`config.mk`:
```
export PLATFORM = sky130hd
export DESIGN_NAME = count_ext_monitor
export DESIGN_NICKNAME = d
export VERILOG_FILES = /design/src/rtl/count_ext_monitor.sv
export SDC_FILE = /design/constraint.sdc
export NUM_CORES = 1
export LEC_CHECK = 0
export ABC_AREA = 1
export BUFFER_PORTS_ARGS = -buffer_cell sky130_fd_sc_hd__buf_2
export CAP_MARGIN = 15
export CORE_MARGIN = 2
export CORE_UTILIZATION = 55
export DETAILED_ROUTE_END_ITERATION = 8
export PLACE_DENSITY = 0.77
export SYNTH_ARGS = -nofsm -noshare
export SYNTH_HDL_FRONTEND = slang
export SYNTH_SLANG_ARGS = --single-unit
```
`constraint.sdc`:
```
create_clock -name clk -period 3.7 [get_ports clk]
set_clock_uncertainty 0.2 [all_clocks]
set_input_delay 0.185 -clock clk [delete_from_list [all_inputs] [get_ports clk]]
set_output_delay 0.185 -clock clk [all_outputs]
set_load 0.005 [all_outputs]
```
`src/rtl/count_ext_monitor.sv`:
```
// count_ext_monitor: watches an up/down counter's output. It classifies every
// step, extends the count with a wrap field, and queues events
// (WRAP_UP/WRAP_DN/LOAD/THRESH/ILLEGAL) into a small valid/ready FIFO.
// Optional feature macro: MONITOR_MINMAX_EN adds the cnt_min/cnt_max outputs.
module count_ext_monitor #(
    parameter int W      = 8,
    parameter int EXT_W  = 8,
    parameter int THRESH = 200,
    parameter int DEPTH  = 4
) (
    input  logic               clk,
    input  logic               rst,
    input  logic [W-1:0]       count_in,
    input  logic               load_in,
    input  logic               updown_in,
    input  logic               clear_err,
    output logic [W+EXT_W-1:0] ext_count,
    output logic               evt_valid,
    input  logic               evt_ready,
    output logic [2:0]         evt_code,
    output logic [W-1:0]       evt_value,
    output logic               ovf,
    output logic               err
`ifdef MONITOR_MINMAX_EN
    ,
    output logic [W-1:0]       cnt_min,
    output logic [W-1:0]       cnt_max
`endif
);
    localparam int AW = $clog2(DEPTH);
    localparam logic [W-1:0] THR = W'(THRESH);
    localparam logic [W-1:0] MAXV = '1;
    localparam logic [2:0] C_WRAP_UP = 3'd0, C_WRAP_DN = 3'd1, C_LOAD = 3'd2,
                           C_THRESH = 3'd3, C_ILLEGAL = 3'd4;

    typedef enum logic [1:0] {S_IDLE, S_TRACK, S_ERROR} state_t;
    typedef struct packed {
        logic [2:0]   code;
        logic [W-1:0] value;
    } evt_t;

    state_t             state_q, state_d;
    logic [W-1:0]       prev_q;
    logic               load_d_q, dir_d_q;
    logic [W+EXT_W-1:0] ext_q, ext_d;
    logic [EXT_W-1:0]   field;
    logic               push, cls_load, cls_illegal;
    evt_t               push_evt;

    evt_t               mem_q [DEPTH];
    evt_t               mem_d [DEPTH];
    logic [AW-1:0]      wr_q, wr_d, rd_q, rd_d;
    logic [AW:0]        cnt_q, cnt_d;
    logic               ovf_q, ovf_d;
    logic               full, pop, push_ok, drop;

    assign field = ext_q[W+EXT_W-1:W];

    // Step classification and FSM next state; one class per TRACK cycle, highest priority first
    always_comb begin
        state_d        = state_q;
        ext_d          = ext_q;
        push           = 1'b0;
        cls_load       = 1'b0;
        cls_illegal    = 1'b0;
        push_evt.code  = C_WRAP_UP;
        push_evt.value = count_in;
        case (state_q)
            S_IDLE: begin
                ext_d   = {{EXT_W{1'b0}}, count_in};
                state_d = S_TRACK;
            end
            S_TRACK: begin
                if (load_d_q) begin
                    cls_load      = 1'b1;
                    push          = 1'b1;
                    push_evt.code = C_LOAD;
                    ext_d         = {{EXT_W{1'b0}}, count_in};
                end else if (dir_d_q && prev_q == MAXV && count_in == '0) begin
                    push          = 1'b1;
                    push_evt.code = C_WRAP_UP;
                    ext_d         = {field + EXT_W'(1), count_in};
                end else if (!dir_d_q && prev_q == '0 && count_in == MAXV) begin
                    push          = 1'b1;
                    push_evt.code = C_WRAP_DN;
                    ext_d         = {field - EXT_W'(1), count_in};
                end else if ((dir_d_q && count_in == prev_q + W'(1)) ||
                             (!dir_d_q && count_in == prev_q - W'(1)) ||
                             count_in == prev_q) begin
                    ext_d = {field, count_in};
                    if (count_in == THR && prev_q != THR) begin
                        push          = 1'b1;
                        push_evt.code = C_THRESH;
                    end
                end else begin
                    // ext_count stays frozen until software re-syncs via clear_err
                    cls_illegal   = 1'b1;
                    push          = 1'b1;
                    push_evt.code = C_ILLEGAL;
                    state_d       = S_ERROR;
                end
            end
            S_ERROR: begin
                if (clear_err) state_d = S_IDLE;
            end
            default: state_d = S_IDLE;
        endcase
    end

    assign full    = (cnt_q == (AW+1)'(DEPTH));
    assign pop     = evt_valid && evt_ready;
    assign push_ok = push && (!full || pop);
    assign drop    = push && full && !pop;

    // Event FIFO bookkeeping; a pop in the same cycle frees room for a push into a full FIFO
    always_comb begin
        mem_d = mem_q;
        wr_d  = wr_q;
        rd_d  = rd_q;
        cnt_d = cnt_q;
        ovf_d = ovf_q;
        if (push_ok) begin
            mem_d[wr_q] = push_evt;
            wr_d        = wr_q + AW'(1);
        end
        if (pop) rd_d = rd_q + AW'(1);
        case ({push_ok, pop})
            2'b10:   cnt_d = cnt_q + (AW+1)'(1);
            2'b01:   cnt_d = cnt_q - (AW+1)'(1);
            default: cnt_d = cnt_q;
        endcase
        if (clear_err) ovf_d = 1'b0;
        if (drop)      ovf_d = 1'b1;
    end

    // All monitor state; reset discards everything including queued events
    always_ff @(posedge clk or negedge rst) begin
        if (!rst) begin
            state_q  <= S_IDLE;
            prev_q   <= '0;
            load_d_q <= 1'b0;
            dir_d_q  <= 1'b0;
            ext_q    <= '0;
            wr_q     <= '0;
            rd_q     <= '0;
            cnt_q    <= '0;
            ovf_q    <= 1'b0;
            for (int i = 0; i < DEPTH; i++) mem_q[i] <= '0;
        end else begin
            state_q  <= state_d;
            prev_q   <= count_in;
            load_d_q <= load_in;
            dir_d_q  <= updown_in;
            ext_q    <= ext_d;
            wr_q     <= wr_d;
            rd_q     <= rd_d;
            cnt_q    <= cnt_d;
            ovf_q    <= ovf_d;
            mem_q    <= mem_d;
        end
    end

    assign ext_count = ext_q;
    assign evt_valid = (cnt_q != '0);
    assign evt_code  = evt_valid ? mem_q[rd_q].code  : 3'd0;
    assign evt_value = evt_valid ? mem_q[rd_q].value : '0;
    assign ovf       = ovf_q;
    assign err       = (state_q == S_ERROR);

`ifdef MONITOR_MINMAX_EN
    logic [W-1:0] min_q, min_d, max_q, max_d;

    // Running min/max over tracked samples; restarted on LOAD or clear_err, frozen otherwise
    always_comb begin
        min_d = min_q;
        max_d = max_q;
        if (state_q == S_TRACK && !cls_illegal) begin
            if (cls_load) begin
                min_d = '1;
                max_d = '0;
            end else begin
                if (count_in < min_q) min_d = count_in;
                if (count_in > max_q) max_d = count_in;
            end
        end
        if (clear_err) begin
            min_d = '1;
            max_d = '0;
        end
    end

    // Min/max registers
    always_ff @(posedge clk or negedge rst) begin
        if (!rst) begin
            min_q <= '1;
            max_q <= '0;
        end else begin
            min_q <= min_d;
            max_q <= max_d;
        end
    end

    assign cnt_min = min_q;
    assign cnt_max = max_q;
`else
    logic unused_cls;
    assign unused_cls = cls_load ^ cls_illegal;
`endif

endmodule

```
Word level (Yosys, flattened, before mapping)
Index checks and enable logic that the tools add are counted.
{ "word_totals": {"mem_bits_rw": 0, "input_bits": 14, "mem_bits_ro": 0, "latchBits": 0, "n_memories": 0, "elab_cells": 112, "reg_bits": 80} }
{ "classes": {"n_shift": 0, "multipliers": 0, "add_sub_neg": 8, "order_cmp": 3, "bitwise_logic": 2, "div": 0, "eq_ne": 19, "reduce_logical": 28, "muxes": 34} }
{ "ops": {"columns": ["operator", "n"], "rows": [
  ["$mux W16", 3],
  ["$bwmux W44", 1],
  ["$mux W11", 3],
  ["$pmux W16 S2", 1],
  ["$eq A8 B8 Y1", 3],
  ["$eq A8 B8 Y1 const B", 3],
  ["$bmux W11 S2", 1],
  ["$demux W11 S2", 1],
  ["$mux W3", 6],
  ["$add A8 B1 Y8 const B", 2],
  ["$logic_not A8 Y1", 2],
  ["$mux W8", 2],
  ["$sub A8 B1 Y8 const B", 2],
  ["$logic_and A1 B1 Y1", 12],
  ["$mux W2", 6],
  ["$ne A2 B2 Y1 const B", 5],
  ["$mux W1", 8],
  ["$ne A8 B8 Y1 const B", 1],
  ["$ge A3 B3 Y1 const B", 2],
  ["$not A2 Y3", 2],
  ["$pmux W2 S3", 1],
  ["$pmux W3 S2", 1],
  ["$reduce_bool A2 Y1", 3],
  ["$ne A5 B5 Y1 const B", 1],
  ["14 further kinds", 22]
]} }

Logic depth before layout (Yosys ltp)
{ "depth": {"ltp_word": 13, "depth_mapped": 22, "mapped_depth_nobuf": 21} }

Worst setup path before layout
OpenSTA, ideal clock, no wires.
{ "synth_path": {"path_kind": "flip-flop to flip-flop", "from": "reg prev_q[0]", "to": "reg ext_q[15] (netlist: ext_count[15])", "stages_incl_launch_ff": 16, "path_slack_ns": 0.966, "setup_time_ns": 0.127, "arrival_time_ns": 2.407, "cell_sequence": "dfrtp_1 -> ha_1 -> nand3_1 -> nor2_2 -> nand3_2 -> ha_1 -> a21oi_1 -> nand2_1 -> nand2_1 -> nand2_1 -> a21oi_1 -> nor2_1 -> o21a_1 -> nor2_1 -> xor2_1 -> o21ai_0"} }
{ "synth_via": {"elab_chain_len": 6, "elab_cells_between_ends": 11, "cone_classes": "eq/ne: 2; mux: 3; reduce/logical: 6"} }
{ "synth_lines": {"columns": ["item", "line", "rtl"], "rows": [
  ["start: declaration", "43", "logic [W-1:0] prev_q;"],
  ["start signal: assignment", "151", "prev_q <= count_in;"],
  ["$eq A8 B8 Y1", "79", "end else if (dir_d_q && prev_q == MAXV && count_in == '0) begin"],
  ["$logic_and A1 B1 Y1 (2 in a row)", "79", null],
  ["$mux W16", "79", null],
  ["$mux W16", "74", "if (load_d_q) begin"],
  ["$pmux W16 S2", "68", "case (state_q)"],
  ["end signal: assignment", "154", "ext_q <= ext_d;"],
  ["end: declaration", "45", "logic [W+EXT_W-1:0] ext_q, ext_d;"]
]} }
Several ways; a longest one is shown, not always the timed one.
A chain may end at the register's enable or synchronous reset.

Worst setup path after layout
{ "layout_path": {"from": "in count_in[0]", "to": "reg ext_q[15] (netlist: ext_count[15])"} }
{ "layout_via": {"elab_chain_len": 5, "elab_cells_between_ends": 9, "cone_classes": "eq/ne: 2; mux: 3; reduce/logical: 4"} }
{ "layout_lines": {"columns": ["item", "line", "rtl"], "rows": [
  ["start: declaration", "13", "input logic [W-1:0] count_in,"],
  ["$logic_not A8 Y1", "79", null],
  ["$logic_and A1 B1 Y1", "79", null],
  ["$mux W16", "79", null],
  ["$mux W16", "74", null],
  ["$pmux W16 S2", "68", null]
]} }
Several ways; a longest one is shown, not always the timed one.

==> impl_results.md <==
* Most frequent cells in the layout: 149 x nand2_1, 80 x dfrtp_1, 72 x inv_1
* CP Data Arrival Time at around 3200 ps
* YS warnings at 0
* CTS Buf Count at 9
* CP Max Fanout at 10
* Family with the most delay on the worst path: simple AND/OR/NAND/NOR gates
* Initial core utilization at 0.5578
* Fin worst setup slack at 563.9 ps
* Hold path depth at 4
* EDFF count, synth at 0
* Drt wl/cell at about 14 µm
* First-pass GRT wire length at roughly 17000 µm
* Reg2Reg Capture Point: ext_count[15]
* CTS tree: built
* Global placement routability congestion at about 0.93
* R2r startpoint: prev_q[0]
* Post-route cell area at 0.005101 mm²
* Port Buffer Count at 43
* Post-route ant nets at 0
* Detailed Route WL at ~10000 µm
* Vias in the first global route at ~3700
* Unrepaired setup endpoints after global routing: no
* Crit share post-route at 0.8476
* Max_cap viols at 0
* Crit-path slowest cell: dlygate4sd3_1
* FFs w/ async S/R, synth at 1.000
* Startpoint Class: input pin
* Die width at roughly 95 µm
* Post-DP HPWL at ~7000 µm
* WP buf/inv at 3
* Required time worst endpoint at 3730 ps
* PnR Total Power at between 3 and 4 mW
* Final Slew Violations at 0
* Gr ovfl total at 0
* Delay of the slowest critical-path stage at roughly 540 ps
* Later-pin clock latency in the skew report at 350 ps
* Post-synthesis register bit count at 80
* Post-synthesis sequential area ratio at 0.4435
* Most frequent CP cell: nand2_1
* Worst hold slack at around 65 ps
* Number of diodes at 0
* Power Density at around 740 mW/mm²
* Synth area leaders: dfrtp_1 44%, nand2_1 12%, inv_1 6.0%
* Worst Hold Endpoint: ovf
* Largest net degree at the start of global routing at 81
* Setup WS pre-CTS at approximately 640 ps
* Final setup fails at 0
* Crit path cell chain: dlygate4sd3_1 > buf_2 > inv_1 > nand2_1 > nor3_2 > nand3_2 > ha_1 > a21oi_1 > nand2_1 > nand2_1 > nand2_1 > a21oi_1 > nor2_1 > o21a_1 > nor2_1 > xor2_1 > o21ai_0
* Die ar. at 0.008948 mm²
* CTS H-tree depth at 3
* Synth Instances at about 570
* Fillers at around 730
* Initial antenna violation count at 0
* Area Overhead vs Synth at 13.00%
* Post-Synthesis Cell Area at approximately 0.0045 mm²
* Final min period at between 3000 and 4000 ps
* Synth area leader: dfrtp_1
* Clock Sinks at 80
* Clock root cell: clkbuf_8
* Slew HR at 0.3400
* Cells after DPL at 699
* CP Class: in -> reg
* Layout Utilization at 0.6303
* Finished Layout Cells at about 730
* Nets at 645
* Peak VDD IR at 0.4318 mV
* All-layer global routing usage at 0.2435
* Initial drt markers at between 150 and 200
* Vias per std cell at 5.293
* Crit. End Element: flop
* Most common cell after layout, fill and taps aside: nand2_1
* Pleak at between 2 and 3 nW
* Setup TNS at 0 ps
* Via count at 3848
* Library cells used by synthesis at 37
* R2R Setup Slk at 610 ps
* Drt drc at 0
* DR pass1 iterations at 5
* Worst Max-Slew Pin Slew at 990.0 ps
* Worst Hold Class: in -> reg
* Row count at 33
* Clock transition at the registers of the reported paths at approximately 80 ps
* Fraction of layout cells with a size suffix above 1 at 0.1511
* Post-synth top flop: dfrtp_1
* I/O Pins at 44
* Outcome: finished clean
* Post-Syn Nets at around 600
* Synth Area per Inst at around 7.9 µm²
* Max clock buf depth at 2
* Die H at between 90 and 100 µm
* Core Region at 0.008093 mm²
* Reg2Reg Depth at 15
* Synth top area share at 0.4435
* Final Hold Vio Count at 0
* DP Area at about 0.0047 mm²
* Maximum clock frequency at around 320 MHz
* Min-delay src: evt_ready
## worst min-delay path, stage by stage
cell and delay [ps]:
buf_2 70, inv_1 40, nand3_1 160, o22ai_1 110
## where the power goes
group | switching (mW) | internal [mW] | leakage, nW
clock network | 0.337 | 0.423 | 0.118
registers | 0.224 | 1.21 | 0.976
logic | 0.950 | 0.625 | 1.47
total | 1.51 | 2.26 | 2.56
## flip-flops by register name, summed over array words and instances (netlist names), 2 cells and up
register   cells
cnt_q          3
prev_q         8
wr_q           2
mem_q         44
rd_q           2
state_q        2
ext_count     16
## cell usage after synthesis (all sizes together) (5+ instances only)
library cell	instances
o21ai	66
nand4	8
nand2	151
nor3	5
o21a	17
buf	11
ha	12
dfrtp	80
clkbuf	9
xor2	9
nand3	29
inv	81
a21oi	40
nor2	38
## routing by layer
metal  global-route usage  part of all wire
met5                    0                 0
met4              0.06763             0.016
met3              0.04549             0.042
met2               0.4113              0.48
met1               0.3229              0.47
## cells by family (layout without fill, tap and decap cells)
family | count (synthesis) | count (layout) | synth area share
simple gates | 235 | 235 | 0.2331
compound gates | 127 | 127 | 0.1621
buf+inv | 103 | 154 | 0.09590
flops | 80 | 80 | 0.4435
fa+ha+maj | 14 | 14 | 0.04213
xor+xnor | 12 | 12 | 0.02328
## how the worst max path moves through the flow
stage,slack [ps],start,endpoint,cells after the start
floorplan,970,prev_q[0],ext_count[15],15
global placement,760,prev_q[0],ext_count[15],15
detailed placement,640,prev_q[0],ext_count[15],15
CTS,610,count_in[0],ext_count[15],17
global route,310,count_in[0],ext_count[15],17
finish,560,count_in[0],ext_count[15],17
## timing repair
item	4_1_cts	5_1_grt
setup buffers	0	0
hold endpoints to repair	108	0
gates resized for setup	0	0
hold buffers	12	0
## layout make-up
cell class / instances / area, µm² / area share
Sequential cell: 80 / 2002 / 0.3924
Inverter: 83 / 311.5 / 0.06107
Multi-Input combinational cell: 388 / 2079 / 0.4077
Tap cell: 105 / 131.4 / 0.02575
Clock inverter: 5 / 87.58 / 0.01717
Clock buffer: 11 / 151.4 / 0.02968
Timing Repair Buffer: 55 / 337.8 / 0.06623
Note: power is estimated with default switching activity, not from simulation.
